## config.mk

```make
export PLATFORM = sky130hd
export DESIGN_NAME = multi_mode_clock
export DESIGN_NICKNAME = d
export VERILOG_FILES = /design/src/rtl/clock_pkg.sv /design/src/rtl/bcd_mod_counter.sv /design/src/rtl/multi_mode_clock.sv
export SDC_FILE = /design/constraint.sdc
export NUM_CORES = 1
export LEC_CHECK = 0
export CAP_MARGIN = 5
export CORE_MARGIN = 2
export CORE_UTILIZATION = 55
export CTS_CLUSTER_DIAMETER = 50
export DETAILED_ROUTE_END_ITERATION = 8
export DONT_BUFFER_PORTS = 1
export PLACE_DENSITY = 0.69
export SLEW_MARGIN = 0
export SYNTH_ARGS = -nofsm -noshare
export SYNTH_HDL_FRONTEND = slang
export SYNTH_HIERARCHICAL = 1
export SYNTH_SLANG_ARGS = --single-unit
```

## constraint.sdc

```tcl
create_clock -name clk -period 8.8 [get_ports clk]
set_input_delay 2.64 -clock clk [delete_from_list [all_inputs] [get_ports clk]]
set_output_delay 2.64 -clock clk [all_outputs]
set_load 0.005 [all_outputs]
```

## src/rtl/clock_pkg.sv

```systemverilog
// Shared types, constants and BCD helpers for the multi_mode_clock core.
package clock_pkg;

  typedef logic [7:0] bcd8_t;

  localparam bcd8_t BCD_59 = 8'h59;
  localparam bcd8_t BCD_23 = 8'h23;
  localparam bcd8_t BCD_12 = 8'h12;

  // Increment a two-digit BCD value; the caller handles the modulus wrap.
  function automatic bcd8_t bcd_inc(input bcd8_t v);
    bcd8_t r;
    if (v[3:0] == 4'd9) r = {v[7:4] + 4'd1, 4'd0};
    else                r = {v[7:4], v[3:0] + 4'd1};
    return r;
  endfunction

  // Map a 24-hour BCD hour onto the 12-hour face (00 shows as 12).
  function automatic bcd8_t bcd_to_12h(input bcd8_t h);
    bcd8_t r;
    if (h == 8'h00)                    r = BCD_12;
    else if (h <= BCD_12)              r = h;
    else if (h <= 8'h19)               r = h - 8'h12;
    else if (h == 8'h20)               r = 8'h08;
    else if (h == 8'h21)               r = 8'h09;
    else if (h == 8'h22)               r = 8'h10;
    else if (h == 8'h23)               r = 8'h11;
    else                               r = h;
    return r;
  endfunction

  // Two-digit BCD to binary, used for minute arithmetic.
  function automatic logic [6:0] bcd_to_bin(input bcd8_t v);
    return 7'(v[7:4]) * 7'd10 + 7'(v[3:0]);
  endfunction

  // Binary 0..99 back to two-digit BCD.
  function automatic bcd8_t bin_to_bcd(input logic [6:0] b);
    return {4'(b / 7'd10), 4'(b % 7'd10)};
  endfunction

endpackage

```

## src/rtl/bcd_mod_counter.sv

```systemverilog
// Two-digit BCD counter that wraps at MAX and reports a carry on the wrap.
module bcd_mod_counter
  import clock_pkg::*;
#(
  parameter bcd8_t MAX = BCD_59
) (
  input  logic  clk,
  input  logic  rst_n,
  input  logic  inc,
  input  logic  clr,
  output bcd8_t q,
  output logic  carry
);

  // A clear suppresses both the count and the carry it would have produced.
  assign carry = inc && !clr && (q == MAX);

  // Clear wins over increment; increment wraps MAX back to zero.
  always_ff @(posedge clk or negedge rst_n) begin
    if (!rst_n)       q <= '0;
    else if (clr)     q <= '0;
    else if (inc)     q <= (q == MAX) ? 8'h00 : bcd_inc(q);
  end

endmodule

```

## src/rtl/multi_mode_clock.sv

```systemverilog
// Digital clock core: BCD time of day from a divided seconds tick, 12/24-hour
// display, edge-triggered manual adjust, hourly chime and latched alarm.
// Optional snooze support is compiled in when CLOCK_SNOOZE_EN is defined.
module multi_mode_clock
  import clock_pkg::*;
#(
  parameter int CLK_DIV    = 100000000,
  parameter int CHIME_LEN  = 8,
  parameter int SNOOZE_MIN = 5
) (
  input  logic       clk,
  input  logic       rst_n,
  input  logic       en,
  input  logic       mode_12h,
  input  logic       adjust_hour,
  input  logic       adjust_minute,
  input  logic       alarm_en,
  input  logic [7:0] alarm_hour,
  input  logic [7:0] alarm_min,
  input  logic       alarm_ack,
`ifdef CLOCK_SNOOZE_EN
  input  logic       snooze,
`endif
  output logic [7:0] hour,
  output logic [7:0] min,
  output logic [7:0] sec,
  output logic       pm,
  output logic       tweet,
  output logic       alarm
);

  localparam int DIV_W   = (CLK_DIV > 2) ? $clog2(CLK_DIV) : 1;
  localparam int CHIME_W = $clog2(CHIME_LEN + 1);

  logic [DIV_W-1:0]   div_cnt;
  logic               sec_tick;
  logic               hour_prev, minute_prev;
  logic               hour_adj, minute_adj;
  bcd8_t              sec_q, min_q, hour_q;
  logic               sec_carry, min_carry, day_carry_unused;
  logic               hour_roll, hour_inc;
  bcd8_t              min_after_tick, hour_after_inc;
  logic               alarm_match;
  logic [CHIME_W-1:0] chime_left;

  assign sec_tick  = en && (div_cnt == DIV_W'(CLK_DIV - 1));
  // Only a counting carry rolls the hour; a minute adjust never carries.
  assign hour_roll = min_carry && !minute_adj;
  assign hour_inc  = hour_roll || hour_adj;

  // Sample the adjust levels and register one pulse per rising edge.
  always_ff @(posedge clk or negedge rst_n) begin
    if (!rst_n) begin
      hour_prev   <= 1'b0;
      minute_prev <= 1'b0;
      hour_adj    <= 1'b0;
      minute_adj  <= 1'b0;
    end else begin
      hour_prev   <= adjust_hour;
      minute_prev <= adjust_minute;
      hour_adj    <= adjust_hour && !hour_prev;
      minute_adj  <= adjust_minute && !minute_prev;
    end
  end

  // Seconds prescaler; a minute adjust restarts the current second.
  always_ff @(posedge clk or negedge rst_n) begin
    if (!rst_n)          div_cnt <= '0;
    else if (minute_adj) div_cnt <= '0;
    else if (en)         div_cnt <= sec_tick ? '0 : div_cnt + DIV_W'(1);
  end

  bcd_mod_counter #(.MAX(BCD_59)) u_sec (
    .clk(clk), .rst_n(rst_n), .inc(sec_tick), .clr(minute_adj),
    .q(sec_q), .carry(sec_carry)
  );

  bcd_mod_counter #(.MAX(BCD_59)) u_min (
    .clk(clk), .rst_n(rst_n), .inc(sec_carry || minute_adj), .clr(1'b0),
    .q(min_q), .carry(min_carry)
  );

  bcd_mod_counter #(.MAX(BCD_23)) u_hour (
    .clk(clk), .rst_n(rst_n), .inc(hour_inc), .clr(1'b0),
    .q(hour_q), .carry(day_carry_unused)
  );

  // hh:mm that the counters will hold after this edge, for the :00 compares.
  assign min_after_tick = (min_q == BCD_59) ? 8'h00 : bcd_inc(min_q);
  assign hour_after_inc = hour_inc ? ((hour_q == BCD_23) ? 8'h00 : bcd_inc(hour_q)) : hour_q;

  // Counters only ever hold valid BCD, so invalid alarm inputs cannot match.
  assign alarm_match = alarm_en && sec_carry &&
                       (hour_after_inc == alarm_hour) && (min_after_tick == alarm_min);

  // Hourly chime: restartable down-counter holding tweet for CHIME_LEN cycles.
  always_ff @(posedge clk or negedge rst_n) begin
    if (!rst_n) begin
      chime_left <= '0;
      tweet      <= 1'b0;
    end else if (hour_roll) begin
      chime_left <= CHIME_W'(CHIME_LEN - 1);
      tweet      <= 1'b1;
    end else if (chime_left != '0) begin
      chime_left <= chime_left - CHIME_W'(1);
    end else begin
      tweet      <= 1'b0;
    end
  end

`ifdef CLOCK_SNOOZE_EN
  logic       snz_pending;
  bcd8_t      snz_hour, snz_min;
  logic [6:0] snz_sum;
  bcd8_t      snz_min_next, snz_hour_next;
  logic       snz_match;

  // Snooze target is now + SNOOZE_MIN minutes, wrapping into the next hour/day.
  always_comb begin
    snz_sum       = bcd_to_bin(min_q) + 7'(SNOOZE_MIN);
    snz_min_next  = bin_to_bcd(snz_sum);
    snz_hour_next = hour_q;
    if (snz_sum >= 7'd60) begin
      snz_min_next  = bin_to_bcd(snz_sum - 7'd60);
      snz_hour_next = (hour_q == BCD_23) ? 8'h00 : bcd_inc(hour_q);
    end
  end

  assign snz_match = snz_pending && sec_carry &&
                     (hour_after_inc == snz_hour) && (min_after_tick == snz_min);

  // Alarm latch with snooze: clear beats snooze, snooze beats a new match.
  always_ff @(posedge clk or negedge rst_n) begin
    if (!rst_n) begin
      alarm       <= 1'b0;
      snz_pending <= 1'b0;
      snz_hour    <= 8'h00;
      snz_min     <= 8'h00;
    end else if (alarm_ack || !alarm_en) begin
      alarm       <= 1'b0;
      snz_pending <= 1'b0;
    end else if (snooze && alarm) begin
      alarm       <= 1'b0;
      snz_pending <= 1'b1;
      snz_hour    <= snz_hour_next;
      snz_min     <= snz_min_next;
    end else if (alarm_match || snz_match) begin
      alarm <= 1'b1;
      if (snz_match) snz_pending <= 1'b0;
    end
  end
`else
  // SNOOZE_MIN only matters when snooze is built in.
  logic [6:0] snooze_cfg_unused;
  assign snooze_cfg_unused = 7'(SNOOZE_MIN);

  // Alarm latch: clear takes priority over a new match.
  always_ff @(posedge clk or negedge rst_n) begin
    if (!rst_n)                      alarm <= 1'b0;
    else if (alarm_ack || !alarm_en) alarm <= 1'b0;
    else if (alarm_match)            alarm <= 1'b1;
  end
`endif

  assign hour = mode_12h ? bcd_to_12h(hour_q) : hour_q;
  assign min  = min_q;
  assign sec  = sec_q;
  assign pm   = (hour_q >= BCD_12);

endmodule

```

==> impl_metrics.csv, run 1 <==
group,metric,value,unit
die,initial_utilization,0.566,
logic_synthesis,synth_cells,497,
run,cap_violations,0,
clocking,clk_latency,0.34,ns
detailed_routing,drc,0,
die,std_cell_rows,32,
timing,hold_violations,0,
timing,finalSetupTns,0,ns
setup_path,crit_type,"in -> reg",
finish,area_growth,6.09,%
power_and_ir_drop,peakVddDrop,0.0982,mV
setup_path,start_kind,"primary input",
timing,finalCriticalPeriod,6.08,ns
clocking,cts_buffer_depth,2,
setup_path,crit_arrival,6.34,ns
setup_path,startpoint,"en",
timing,hold_slack,0.392,ns
grt,track_usage,0.225,
logic_synthesis,syn_area,4370,sq um
clocking,ctsHoldBuffers,0,
grt,grt_pass1_vias,3514,
grt,grt_pass1_wl,15800,um
timing,rsz0062_at_grt,"false",
timing,tightest_slew,0.858,ns
detailed_routing,num_vias,3630,
die,die_w,93.2,um
setup_path,path_max_fanout,17,
outcome,status,"completed",
finish,nets,547,
clocking,cts-root-buf,"clkbuf_8",
placement,portBuffers,0,
timing,timing.fmax,165,MHz
detailed_routing,first_pass_iters,4,
placement,place_hpwl,6360,um
power_and_ir_drop,p_leak,1.99,nW
timing,setup_viol_count_final,0,
power_and_ir_drop,powerDensity,125,nW/um^2
die,core,7730,sq um
detailed_routing,antenna_left,0,
timing,relSlewSlack,0.428,
finish,diodes,0,
detailed_routing,wl_per_cell,15.3,um
placement,dp_slack,2.43,ns
timing,finalCritPeriodShare,0.691,
die,die-area,8680,sq um
detailed_routing,wl,9230,um
worst_hold_path,hold_path_class,"reg -> reg",
setup_path,worst_ep_required_time,9.06,ns
grt,grt_overflow,0,
grt,grt_max_degree,62,
clocking,postCtsSetupRepairBufs,0,
timing,slew_violations,0,
worst_hold_path,hold_start,"hour_prev$_DFF_PN0_",
clocking,cts_sinks,61,
die,die_h,93.2,um
clocking,ctsResizeCount,0,
setup_path,endpoint_kind,"flip-flop",
finish,drive_gt1_frac,0.0855,
setup_path,r2r_start,"div_cnt[0]$_DFFE_PN0P_",
clocking,cts_made_buffers,9,
timing,fin_ws,2.72,ns
clocking,cts.clk_slew.worst_paths,0.06,ns
placement,place_inst,590,
detailed_routing,drt-initial-drc-count,152,
clocking,cts_tree,"built",
finish,fin_cells,605,
die,boundaryPins,51,
clocking,htreeDepth,3,
timing,skew,0.0102,ns
detailed_routing,via_per_inst,6.00,
placement,gp_congestion,0.924,
grt,antenna_found_initial,0,
logic_synthesis,syn_area_per_cell,8.80,sq um
logic_synthesis,yosysWarnings,6,
[cell type report]
cell class / instances / area, sq um
fill: 685 / 3090
multi-input combinational: 401 / 2690
sequential: 61 / 1530
clock buffer: 11 / 151
tap: 102 / 128
inverter: 25 / 93.8
clock inverter: 4 / 47.5
timing repair buffer: 1 / 7.51
[metal layers]
| metal | vias to the layer above | wire (um) | global-route usage |
|---|---|---|---|
| met2 | 74 | 4460 | 0.384 |
| met3 | 12 | 455 | 0.0580 |
| met4 | 0 | 132 | 0.0760 |
| li1 | 1797 | - | - |
| met1 | 1747 | 4180 | 0.276 |
| met5 | - | 0 | 0 |
[flip-flops by register name, indices dropped and copies added (netlist names)]
signal and flops:
tweet 1, minute_prev 1, u_hour/q 8, chime_left 4, minute_adj 1, div_cnt 27
alarm 1, hour_adj 1, hour_prev 1, u_min/q 8, u_sec/q 8
[critical path, cell delays in order]
cell and delay [ns]:
nand2_1 0.03, nor4_1 0.22, nand2_1 0.07, or3_1 0.42, inv_1 0.26, nand4b_2 0.19
nor3_1 0.28, or2_2 0.24, nand4b_2 0.16, nor3_1 0.28, nor2b_4 0.28, nor2_4 0.07
inv_1 0.39, nand4b_1 0.25, or3_1 0.40, a21oi_1 0.15
[stage by stage]
stage	cell area [sq um]	total power, mW	utilization
after floorplan	4400	0.326	-
after global placement	4440	0.330	0.575
after detailed placement	4440	0.330	0.575
after CTS	4640	0.586	0.601
after global routing	4640	0.603	0.601
final	4640	0.580	0.601
[cell usage in the layout (no fill, tap or decap), types with 11 or more instances in the layout]
master,count
dfrtp_1,61
nand2_1,43
nor2_1,41
a21oi_1,32
nand3_1,28
inv_1,25
ha_1,24
o21ai_0,23
xor2_1,21
nor3_1,19
xnor2_1,17
nand3b_1,13
clkbuf_8,11
[worst paths after layout]
check | cells past startpoint | end | slack [ns]
setup / recovery | 16 | u_hour/q[7]$_DFFE_PN0P_ | 2.72
hold / removal | 1 | hour_adj$_DFF_PN0_ | 0.39
setup reg to reg | 17 | u_hour/q[7]$_DFFE_PN0P_ | 4.35
hold reg to reg | 1 | hour_adj$_DFF_PN0_ | 0.39
max in group asynchronous | 0 | div_cnt[17]$_DFFE_PN0P_ | 6.71
min in group asynchronous | 0 | u_sec/q[0]$_DFFE_PN0P_ | 1.99
[report_power, final]
part	switching, mW	internal, mW	leakage (nW)
registers	0.00748	0.285	0.841
logic	0.0187	0.0143	1.05
clock network	0.111	0.144	0.101
total	0.137	0.443	1.99
No activity file was read; power rests on OpenSTA's default activity.
==> inputs of run 2 (changes only) <==
--- a/config.mk
+++ b/config.mk
@@ -11,7 +11,7 @@
 export CTS_CLUSTER_DIAMETER = 50
 export DETAILED_ROUTE_END_ITERATION = 8
 export DONT_BUFFER_PORTS = 1
-export PLACE_DENSITY = 0.69
+export PLACE_DENSITY = 0.72
 export SLEW_MARGIN = 0
 export SYNTH_ARGS = -nofsm -noshare
 export SYNTH_HDL_FRONTEND = slang
==> constraint.sdc (replaced) <==
create_clock -name clk -period 5 [get_ports clk]
set_input_delay 1.5 -clock clk [delete_from_list [all_inputs] [get_ports clk]]
set_output_delay 1.5 -clock clk [all_outputs]
set_load 0.005 [all_outputs]
==> run 2 against run 1 <==
  * Final cell count rose by 0.83%
  * Sequential share of layout area decreased by 0.19 points
  * Wire length grew 1.7%
  * Setup slack got worse by 2.2 ns
==> impl_metrics.csv, run 2 (same netlist as run 1, synthesis figures left out) <==
group,metric,value,unit
finish,layout_common_cells,"dfrtp_1, nand2_1, nor2_1",
die,die_w,93.2,um
die,die_h,93.2,um
die,core,7730,sq um
timing,slew_violations,0,
die,initial_utilization,0.566,
clocking,postCtsSetupRepairBufs,0,
finish,final_common_cell,"dfrtp_1",
run,cap_violations,0,
clocking,cts-root-buf,"clkbuf_8",
detailed_routing,drc,0,
clocking,cts_made_buffers,9,
worst_hold_path,hold_path_class,"reg -> reg",
grt,grt_pass1_vias,3474,
finish,post-route-util,0.604,
grt,track_usage,0.221,
finish,largest_register_ffs,27,
setup_path,reg2regPathDepth,18,
timing,finalCriticalPeriod,4.52,ns
grt,grt_util_met3,0.0330,
setup_path,crit_arrival,4.79,ns
detailed_routing,wl_per_cell,15.4,um
power_and_ir_drop,peakVddDrop,0.166,mV
finish,drive_gt1_frac,0.0945,
setup_path,endpoint_kind,"flip-flop",
finish,fin_cells,610,
detailed_routing,drt-initial-drc-count,184,
detailed_routing,num_vias,3682,
grt,grt_max_degree,62,
clocking,htreeDepth,3,
finish,diodes,0,
die,die-area,8680,sq um
setup_path,crit_type,"in -> reg",
finish,area_growth,6.69,%
timing,timing.fmax,221,MHz
die,std_cell_rows,32,
setup_path,start_kind,"primary input",
detailed_routing,antenna_left,0,
finish,num-fill-cells,648,
die,boundaryPins,51,
detailed_routing,first_pass_iters,5,
power_and_ir_drop,p_leak,2.00,nW
placement,place_inst,594,
placement,gp_congestion,0.895,
setup_path,worst_ep_required_time,5.27,ns
placement,place_hpwl,6460,um
power_and_ir_drop,powerDensity,217,nW/um^2
worst_hold_path,min_path_cells,1,
timing,tightest_slew,0.843,ns
setup_path,reg2reg_setup_slack,0.96,ns
grt,grt_use_met1,0.287,
timing,rsz0062_at_grt,"false",
grt,grt_pass1_wl,15600,um
clocking,cts_tree,"built",
finish,largest-register,"div_cnt",
detailed_routing,via_per_inst,6.04,
placement,portBuffers,0,
grt,grt_use_met2,0.382,
timing,setup_viol_count_final,0,
clocking,cts_buffer_depth,2,
grt,busiest_layer,"met2",
clocking,cts_sinks,61,
clocking,clk_latency,0.34,ns
detailed_routing,wl,9390,um
grt,antenna_found_initial,0,
timing,relSlewSlack,0.438,
finish,nets,551,
power_and_ir_drop,p_total,1.01,mW
grt,grt_overflow,0,
timing,finalCritPeriodShare,0.903,
clocking,cts.clk_slew.worst_paths,0.07,ns
outcome,status,"completed",
timing,finalSetupTns,0,ns
setup_path,path_max_fanout,11,
timing,skew,0.00949,ns
timing,hold_violations,0,
-- run 2: final cells by class --
cell class                 count  area (sq um)  area share
sequential                    61          1530       0.327
timing repair buffer           5          37.5     0.00804
clock inverter                 5          50.0      0.0107
inverter                      25          97.6      0.0209
tap                          102           128      0.0273
multi-input combinational    401          2690       0.576
clock buffer                  11           141      0.0303
-- run 2: timing repair --
| action | 4_1_cts | 5_1_grt |
|---|---|---|
| endpoints found under the setup margin | 0 | 1 |
| hold buffers | 0 | 0 |
| gates resized for setup | 0 | 1 |
-- run 2: per-layer routing --
metal,part of all wire,vias up
li1,-,1800
met1,0.45,1775
met2,0.49,97
met3,0.050,10
met4,0.013,0
met5,0,-
-- run 2: path summary, 6_finish.rpt --
path | start | end
worst min register to register | hour_prev$_DFF_PN0_ | hour_adj$_DFF_PN0_
min in group asynchronous | rst_n | div_cnt[8]$_DFFE_PN0P_
max in group asynchronous | rst_n | u_min/q[5]$_DFFE_PN0P_
worst min-delay path | hour_prev$_DFF_PN0_ | hour_adj$_DFF_PN0_
worst max-delay path | en | alarm$_DFFE_PN0P_
worst max register to register | div_cnt[0]$_DFFE_PN0P_ | alarm$_DFFE_PN0P_
-- run 2: per-stage QoR --
step | setup slack [ns] | instance area (sq um) | hold slack (ns)
after floorplan | 0.458 | 4400 | 0.378
after global placement | 0.214 | 4470 | 0.386
after detailed placement | 0.0359 | 4470 | 0.401
after CTS | 0.379 | 4660 | 0.412
after global routing | 0.128 | 4670 | 0.422
final | 0.483 | 4670 | 0.406
-- run 2: where the power goes --
part | switching (mW) | internal (mW) | total (mW)
Clock | 0.196 | 0.241 | 0.436
Combinational | 0.0338 | 0.0260 | 0.0598
Sequential | 0.0135 | 0.501 | 0.515
Total | 0.243 | 0.768 | 1.01
-- run 2: critical path, stage by stage --
cell and delay (ns):
nand2_1 0.03, nor4_1 0.22, nand2_1 0.07, or3_1 0.41, inv_1 0.11, nand4b_2 0.15, nor3_1 0.29, or2_2 0.24
nand4b_2 0.16, nor3_1 0.28, nor2b_4 0.28, o21a_1 0.18, mux2i_1 0.22, xnor2_1 0.08, nor4_1 0.28, nand4_1 0.12
o21ai_1 0.13
==> inputs of run 3 (changes only) <==
--- a/config.mk
+++ b/config.mk
@@ -12,7 +12,7 @@
 export DETAILED_ROUTE_END_ITERATION = 8
 export DONT_BUFFER_PORTS = 1
 export PLACE_DENSITY = 0.72
-export SLEW_MARGIN = 0
+export SLEW_MARGIN = 20
 export SYNTH_ARGS = -nofsm -noshare
 export SYNTH_HDL_FRONTEND = slang
 export SYNTH_HIERARCHICAL = 1
==> results of run 3 <==
The final DEF is identical to that of run 2; final timing and power are the same.
